<file path="config.mk">
export PLATFORM = sky130hd
export DESIGN_NAME = tmds_rx_channel_flat
export DESIGN_NICKNAME = d
export VERILOG_FILES = /design/src/rtl/tmds_rx_channel_if.sv /design/src/rtl/tmds_rx_channel.sv /design/src/flat_wrapper.sv
export SDC_FILE = /design/constraint.sdc
export NUM_CORES = 1
export LEC_CHECK = 0
export CAP_MARGIN = 10
export CORE_MARGIN = 2
export CORE_UTILIZATION = 50
export DETAILED_ROUTE_END_ITERATION = 8
export PLACE_DENSITY = 0.76
export SLEW_MARGIN = 10
export SYNTH_ARGS = -nofsm -noshare
export SYNTH_HDL_FRONTEND = slang
export SYNTH_SLANG_ARGS = --single-unit
</file>
<file path="constraint.sdc">
create_clock -name clk_x5 -period 2.76 [get_ports clk_x5]
set_input_delay 0.552 -clock clk_x5 [delete_from_list [all_inputs] [get_ports clk_x5]]
set_output_delay 0.552 -clock clk_x5 [all_outputs]
set_load 0.1 [all_outputs]
</file>
<file path="src/rtl/tmds_rx_channel_if.sv">
// Bus between one TMDS receive channel and its consumer: DDR capture pair in, decoded symbols out.
// With TMDS_RX_STATS_EN defined the bus also carries lock_losses and slip_pos.
interface tmds_rx_channel_if;
  logic [1:0] rx_bits;
  logic [7:0] data;
  logic [1:0] ctl;
  logic       de;
  logic       valid;
  logic       locked;
`ifdef TMDS_RX_STATS_EN
  logic [15:0] lock_losses;
  logic [3:0]  slip_pos;

  modport master (input rx_bits, output data, ctl, de, valid, locked, lock_losses, slip_pos);
  modport slave  (output rx_bits, input data, ctl, de, valid, locked, lock_losses, slip_pos);
`else
  modport master (input rx_bits, output data, ctl, de, valid, locked);
  modport slave  (output rx_bits, input data, ctl, de, valid, locked);
`endif
endinterface

</file>
<file path="src/rtl/tmds_rx_channel.sv">
// TMDS receive channel: word alignment by bit slipping on control tokens, then symbol decode.
// Optional statistics outputs (lock_losses, slip_pos) are enabled with TMDS_RX_STATS_EN.
module tmds_rx_channel #(
  parameter int SEARCH_WORDS = 16,
  parameter int CTL_RUN      = 8,
  parameter int LOSS_WORDS   = 2048
) (
  input  logic              clk_x5,
  input  logic              reset,
  tmds_rx_channel_if.master bus
);

  localparam int WC_W = $clog2(SEARCH_WORDS + 1);
  localparam int RC_W = $clog2(CTL_RUN + 1);
  localparam int LC_W = $clog2(LOSS_WORDS + 1);

  typedef enum logic {SEARCH, LOCKED} state_t;

  logic [10:0]     hist_q;
  logic [2:0]      phase_q;
  logic [3:0]      slip_q;
  logic            capture_q;
  logic [9:0]      sym_q;
  logic            symValid_q;
  state_t          state_q;
  logic [WC_W-1:0] wc_q;
  logic [RC_W-1:0] rc_q;
  logic [LC_W-1:0] lc_q;
  logic [7:0]      data_q;
  logic [1:0]      ctl_q;
  logic            de_q;
  logic            valid_q;
  logic            locked_q;
`ifdef TMDS_RX_STATS_EN
  logic [15:0]     lockLosses_q;
`endif

  logic [2:0]      endPhase_d;
  logic            isCtl_d;
  logic [1:0]      ctlDec_d;
  logic [7:0]      plain_d;
  logic [7:0]      dataDec_d;

  // Cycle within the 5-cycle word in which the last bit of the slipped word arrives.
  always_comb begin
    endPhase_d = 3'd4;
    case (slip_q)
      4'd1, 4'd2: endPhase_d = 3'd0;
      4'd3, 4'd4: endPhase_d = 3'd1;
      4'd5, 4'd6: endPhase_d = 3'd2;
      4'd7, 4'd8: endPhase_d = 3'd3;
      default:    endPhase_d = 3'd4;
    endcase
  end

  always_comb begin
    isCtl_d  = 1'b1;
    ctlDec_d = 2'b00;
    case (sym_q)
      10'b1101010100: ctlDec_d = 2'b00;
      10'b0010101011: ctlDec_d = 2'b01;
      10'b0101010100: ctlDec_d = 2'b10;
      10'b1010101011: ctlDec_d = 2'b11;
      default:        isCtl_d  = 1'b0;
    endcase
    plain_d   = sym_q[9] ? ~sym_q[7:0] : sym_q[7:0];
    dataDec_d = {plain_d[7:1] ^ plain_d[6:0] ^ {7{~sym_q[8]}}, plain_d[0]};
  end

  // Newest pair lands in hist_q[10:9]; an even slip ends its word on the later bit of a pair.
  always_ff @(posedge clk_x5 or posedge reset) begin
    if (reset) begin
      hist_q     <= '0;
      phase_q    <= '0;
      capture_q  <= 1'b0;
      sym_q      <= '0;
      symValid_q <= 1'b0;
    end else begin
      hist_q     <= {bus.rx_bits[1], bus.rx_bits[0], hist_q[10:2]};
      phase_q    <= (phase_q == 3'd4) ? 3'd0 : phase_q + 3'd1;
      capture_q  <= (phase_q == endPhase_d);
      symValid_q <= capture_q;
      if (capture_q) begin
        sym_q <= slip_q[0] ? hist_q[9:0] : hist_q[10:1];
      end
    end
  end

  always_ff @(posedge clk_x5 or posedge reset) begin
    if (reset) begin
      state_q      <= SEARCH;
      slip_q       <= '0;
      wc_q         <= '0;
      rc_q         <= '0;
      lc_q         <= '0;
      data_q       <= '0;
      ctl_q        <= '0;
      de_q         <= 1'b0;
      valid_q      <= 1'b0;
      locked_q     <= 1'b0;
`ifdef TMDS_RX_STATS_EN
      lockLosses_q <= '0;
`endif
    end else begin
      valid_q <= symValid_q;
      if (symValid_q) begin
        de_q <= ~isCtl_d;
        if (isCtl_d) begin
          ctl_q <= ctlDec_d;
        end else begin
          data_q <= dataDec_d;
        end
        case (state_q)
          SEARCH: begin
            if (isCtl_d && rc_q == RC_W'(CTL_RUN - 1)) begin
              state_q  <= LOCKED;
              locked_q <= 1'b1;
              wc_q     <= '0;
              rc_q     <= '0;
              lc_q     <= '0;
            end else if (wc_q == WC_W'(SEARCH_WORDS - 1)) begin
              slip_q <= (slip_q == 4'd9) ? 4'd0 : slip_q + 4'd1;
              wc_q   <= '0;
              rc_q   <= '0;
            end else begin
              wc_q <= wc_q + 1'b1;
              rc_q <= isCtl_d ? rc_q + 1'b1 : '0;
            end
          end
          LOCKED: begin
            if (isCtl_d) begin
              lc_q <= '0;
            end else if (lc_q == LC_W'(LOSS_WORDS - 1)) begin
              state_q  <= SEARCH;
              locked_q <= 1'b0;
              wc_q     <= '0;
              rc_q     <= '0;
              lc_q     <= '0;
`ifdef TMDS_RX_STATS_EN
              if (lockLosses_q != 16'hFFFF) begin
                lockLosses_q <= lockLosses_q + 16'd1;
              end
`endif
            end else begin
              lc_q <= lc_q + 1'b1;
            end
          end
          default: state_q <= SEARCH;
        endcase
      end
    end
  end

  assign bus.data   = data_q;
  assign bus.ctl    = ctl_q;
  assign bus.de     = de_q;
  assign bus.valid  = valid_q;
  assign bus.locked = locked_q;
`ifdef TMDS_RX_STATS_EN
  assign bus.lock_losses = lockLosses_q;
  assign bus.slip_pos    = slip_q;
`endif

endmodule
</file>
<file path="src/flat_wrapper.sv">
// flat-port wrapper written by rule: the top's interface ports become plain ports
module tmds_rx_channel_flat 
#(
  parameter int SEARCH_WORDS = 16,
  parameter int CTL_RUN      = 8,
  parameter int LOSS_WORDS   = 2048
)
  (clk_x5, reset, bus_rx_bits, bus_data, bus_ctl, bus_de, bus_valid, bus_locked);
  tmds_rx_channel_if bus_i ();
  input  logic clk_x5;
  input  logic reset;
  input wire logic [$bits(bus_i.rx_bits)-1:0] bus_rx_bits;
  output wire logic [$bits(bus_i.data)-1:0] bus_data;
  output wire logic [$bits(bus_i.ctl)-1:0] bus_ctl;
  output wire logic [$bits(bus_i.de)-1:0] bus_de;
  output wire logic [$bits(bus_i.valid)-1:0] bus_valid;
  output wire logic [$bits(bus_i.locked)-1:0] bus_locked;
  assign bus_i.rx_bits = bus_rx_bits;
  assign bus_data = bus_i.data;
  assign bus_ctl = bus_i.ctl;
  assign bus_de = bus_i.de;
  assign bus_valid = bus_i.valid;
  assign bus_locked = bus_i.locked;
  tmds_rx_channel #(.SEARCH_WORDS(SEARCH_WORDS), .CTL_RUN(CTL_RUN), .LOSS_WORDS(LOSS_WORDS)) u_core (.clk_x5(clk_x5), .reset(reset), .bus(bus_i));
endmodule
</file>
==> load_flow_metrics.sql <==
INSERT INTO impl_metrics (metric_group, metric, value, unit) VALUES
('run_status', 'status', 'finished clean', ''),
('timing', 'final.setup.tns', '0', 'ns'),
('cts', 'htree_num_levels', '3', ''),
('synthesis', 'synth_area_in_simple_gates', '18.42', '%'),
('cells_and_area', 'count_of_antenna_diodes_in_the_layout', '0', ''),
('power_and_ir_drop', 'power.leakage', '1.588', 'nW'),
('floorplanning', 'design.die.area', '0.007225', 'mm2'),
('critical_path', 'cp-start-kind', 'flop', ''),
('synthesis', 'synth_warnings', '0', ''),
('cts', 'clock_pin_slew_on_the_worst_setup_and_hold_paths', '0.08', 'ns'),
('cts', 'holdBufCountCts', '0', ''),
('synthesis', 'postSynthCellCount', '321', ''),
('floorplanning', 'row_count', '29', ''),
('synthesis', 'synth_fp_nets', '335', ''),
('synthesis', 'yosys-top-cells-area', 'sky130_fd_sc_hd__dfrtp_1, sky130_fd_sc_hd__mux2i_1, sky130_fd_sc_hd__nand2_1', ''),
('cts', 'cts_max_path_buffers', '2', ''),
('timing', 'timing.final.setup_violations', '0', ''),
('cts', 'postCtsResizedCells', '0', ''),
('placement', 'placed_area', '0.003505', 'mm2'),
('detailed_routing', 'drt_iter0_drc', '154', ''),
('timing', 'least_margin_pin_slew', '0.6009', 'ns'),
('cells_and_area', 'final_cell_mix', 'sky130_fd_sc_hd__dfrtp_1, sky130_fd_sc_hd__nand2_1, sky130_fd_sc_hd__a21oi_1', ''),
('run', 'drv_cap', '0', ''),
('worst_hold_path', 'hold_path.class', 'flop to flop', ''),
('detailed_routing', 'drt_pass1_iterations', '4', ''),
('synthesis', 'synth_top_family_by_area', 'simple AND/OR/NAND/NOR gates', ''),
('timing', 'slew_viol_final', '0', ''),
('cells_and_area', 'nets', '355', ''),
('cts', 'tritoncts.num_buffers', '9', ''),
('synthesis', 'post-synth-top-area-fraction', '49.58', '%'),
('timing', 'timing.fmax', '0.4521', 'GHz'),
('critical_path', 'critical_path.max_stage_delay', '0.49', 'ns'),
('global_route', 'globalRoute.totalOverflow', '0', ''),
('synthesis', 'ys_seq_elements', '65', ''),
('timing', 'finalWorstPathRequiredPeriod', '2.212', 'ns'),
('critical_path', 'worstPathRequired', '3.00', 'ns'),
('power_and_ir_drop', 'worst_case_vdd_ir_drop', '0.5960', 'mV'),
('timing', 'finalCritPeriodShare', '80.15', '%'),
('detailed_routing', 'drtAntennaViolNets', '0', ''),
('synthesis', 'post-synth-top-area-cell', 'sky130_fd_sc_hd__dfrtp_1', ''),
('cts', 'tritoncts', 'built', ''),
('synthesis', 'postSynth.asyncResetShare', '100.0', '%'),
('critical_path', 'worst-path-max-fanout', '9', ''),
('detailed_routing', 'drcViolationCount', '0', ''),
('timing', 'finalHoldViolCount', '0', ''),
('cells_and_area', 'mostFrequentLayoutCell', 'sky130_fd_sc_hd__dfrtp_1', ''),
('detailed_routing', 'routed_wl', '6160', 'um'),
('critical_path', 'criticalPathCategory', 'flop to flop', ''),
('global_route', 'antenna_found_initial', '0', ''),
('cts', 'clock_sink_count', '65', ''),
('cts', 'root_buffer', 'sky130_fd_sc_hd__clkbuf_8', ''),
('synthesis', 'synth-adder-area-share', '3.814', '%'),
('critical_path', 'crit_chain', 'nand4bb_2 > nor3_2 > nor2_1 > nand2_1 > mux2_2', ''),
('cells_and_area', 'syn_to_final_growth', '13.77', '%'),
('critical_path', 'cp_data_arrival_time', '2.45', 'ns'),
('global_route', 'grt_pass1_vias', '2346', ''),
('timing', 'fin_skew', '0.01233', 'ns'),
('critical_path', 'cp-end-kind', 'flop', ''),
('synthesis', 'synth_xor_area_share', '3.471', '%'),
('placement', 'portBuffers', '16', ''),
('synthesis', 'synth_area', '0.003281', 'mm2'),
('detailed_routing', 'routed_via_density', '5.688', ''),
('cells_and_area', 'post_route_cells_drive_above_1_share', '16.47', '%'),
('global_route', 'grtUsageTotal', '19.14', '%'),
('global_route', 'grt_max_degree', '39', ''),
('synthesis', 'synth_flop_cell', 'sky130_fd_sc_hd__dfrtp_1', ''),
('synthesis', 'synth.lib_cells_used.distinct', '53', ''),
('cells_and_area', 'finish.instance_area', '0.003732', 'mm2'),
('detailed_routing', 'wl_per_cell', '14.56', 'um'),
('critical_path', 'critical-path-slowest-cell', 'sky130_fd_sc_hd__nor3_2', ''),
('placement', 'routability_congestion_estimate', '0.8256', '');
==> Yosys cell counts, drive strengths merged, types with 5 or more instances <==
master	number
xnor2	8
nand2	35
mux2	11
o21ai	20
nand3	11
clkbuf	9
nor3	7
dfrtp	65
nand2b	6
xor2	5
a21oi	22
or3	5
mux2i	14
inv	14
ha	10
nor2	21
nand3b	5
==> path summary, 6_finish.rpt <==
| path | slack (ns) | cells after the start | to | start |
|---|---|---|---|---|
| worst max-delay path | 0.55 | 5 | u_core.bus.data[4] | u_core.sym_q[6] |
| worst min-delay path | 0.39 | 0 | u_core.hist_q[8] | u_core.hist_q[10] |
| worst max register to register | 0.55 | 5 | u_core.bus.data[4] | u_core.sym_q[6] |
| worst min register to register | 0.39 | 0 | u_core.hist_q[8] | u_core.hist_q[10] |
| max in group asynchronous | 1.58 | 3 | u_core.lc_q[1] | reset |
| min in group asynchronous | 0.58 | 2 | u_core.hist_q[4] | reset |
==> report_power, final <==
group	switching (mW)	internal, mW	total (mW)
clock network	0.387	0.536	0.923
registers	0.0279	0.985	1.01
logic	0.181	0.0622	0.244
==> per-stage QoR <==
| step | hold slack [ns] | total power, mW | std cells | util (%) |
|---|---|---|---|---|
| after floorplan | 0.3519 | 1.217 | 321 | - |
| final | 0.3877 | 2.180 | 423 | 58.78 |
| after global routing | 0.4075 | 2.247 | 423 | 58.78 |
| after CTS | 0.3955 | 2.196 | 423 | 58.78 |
| after detailed placement | 0.3812 | 1.277 | 407 | 55.19 |
| after global placement | 0.3680 | 1.274 | 407 | 55.19 |
==> logic make-up (layout without fill, tap and decap cells) <==
logic type	Yosys count	after routing
compound gates	68	68
fa+ha+maj	10	10
simple gates	114	114
xor+xnor	13	13
mux	25	25
buf+inv	26	51
flops	65	65
==> final cells by class <==
cell class	count	area (um2)
fillers	521	2618
flip-flops and latches	65	1627
multi-input cells	230	1551
repair buffers	21	177.7
clock buffers	10	137.6
well taps	77	96.34
clock inverters	6	90.09
inverters	14	52.55
==> flip-flops by register name (all words and copies together) (netlist names) <==
| signal | flops |
|---|---|
| u_core.sym_q | 10 |
| u_core.bus.valid | 1 |
| u_core.bus.locked | 1 |
| u_core.hist_q | 11 |
| u_core.slip_q | 4 |
| u_core.lc_q | 12 |
| u_core.bus.ctl | 2 |
| u_core.rc_q | 4 |
| u_core.phase_q | 3 |
| u_core.symValid_q | 1 |
| u_core.state_q | 1 |
| u_core.capture_q | 1 |
| u_core.wc_q | 5 |
| u_core.bus.de | 1 |
| u_core.bus.data | 8 |
==> per-layer routing <==
layer	vias up	share of wire (%)	GRT usage, %	wire length, um
met2	53	46	28.55	2821
met4	0	1.8	7.504	110
met3	14	4.2	5.739	261
met5	-	0	0	0
met1	1159	48	26.35	2966
li1	1180	-	-	-
==> critical path, delay by kind of cell (launching register included) <==
kind / cells / cell delay, ns
multiplexers: 1 / 0.39
flip-flops: 1 / 0.45
AND/OR/NAND/NOR: 4 / 1.28
No activity file was read; power rests on OpenSTA's default activity.
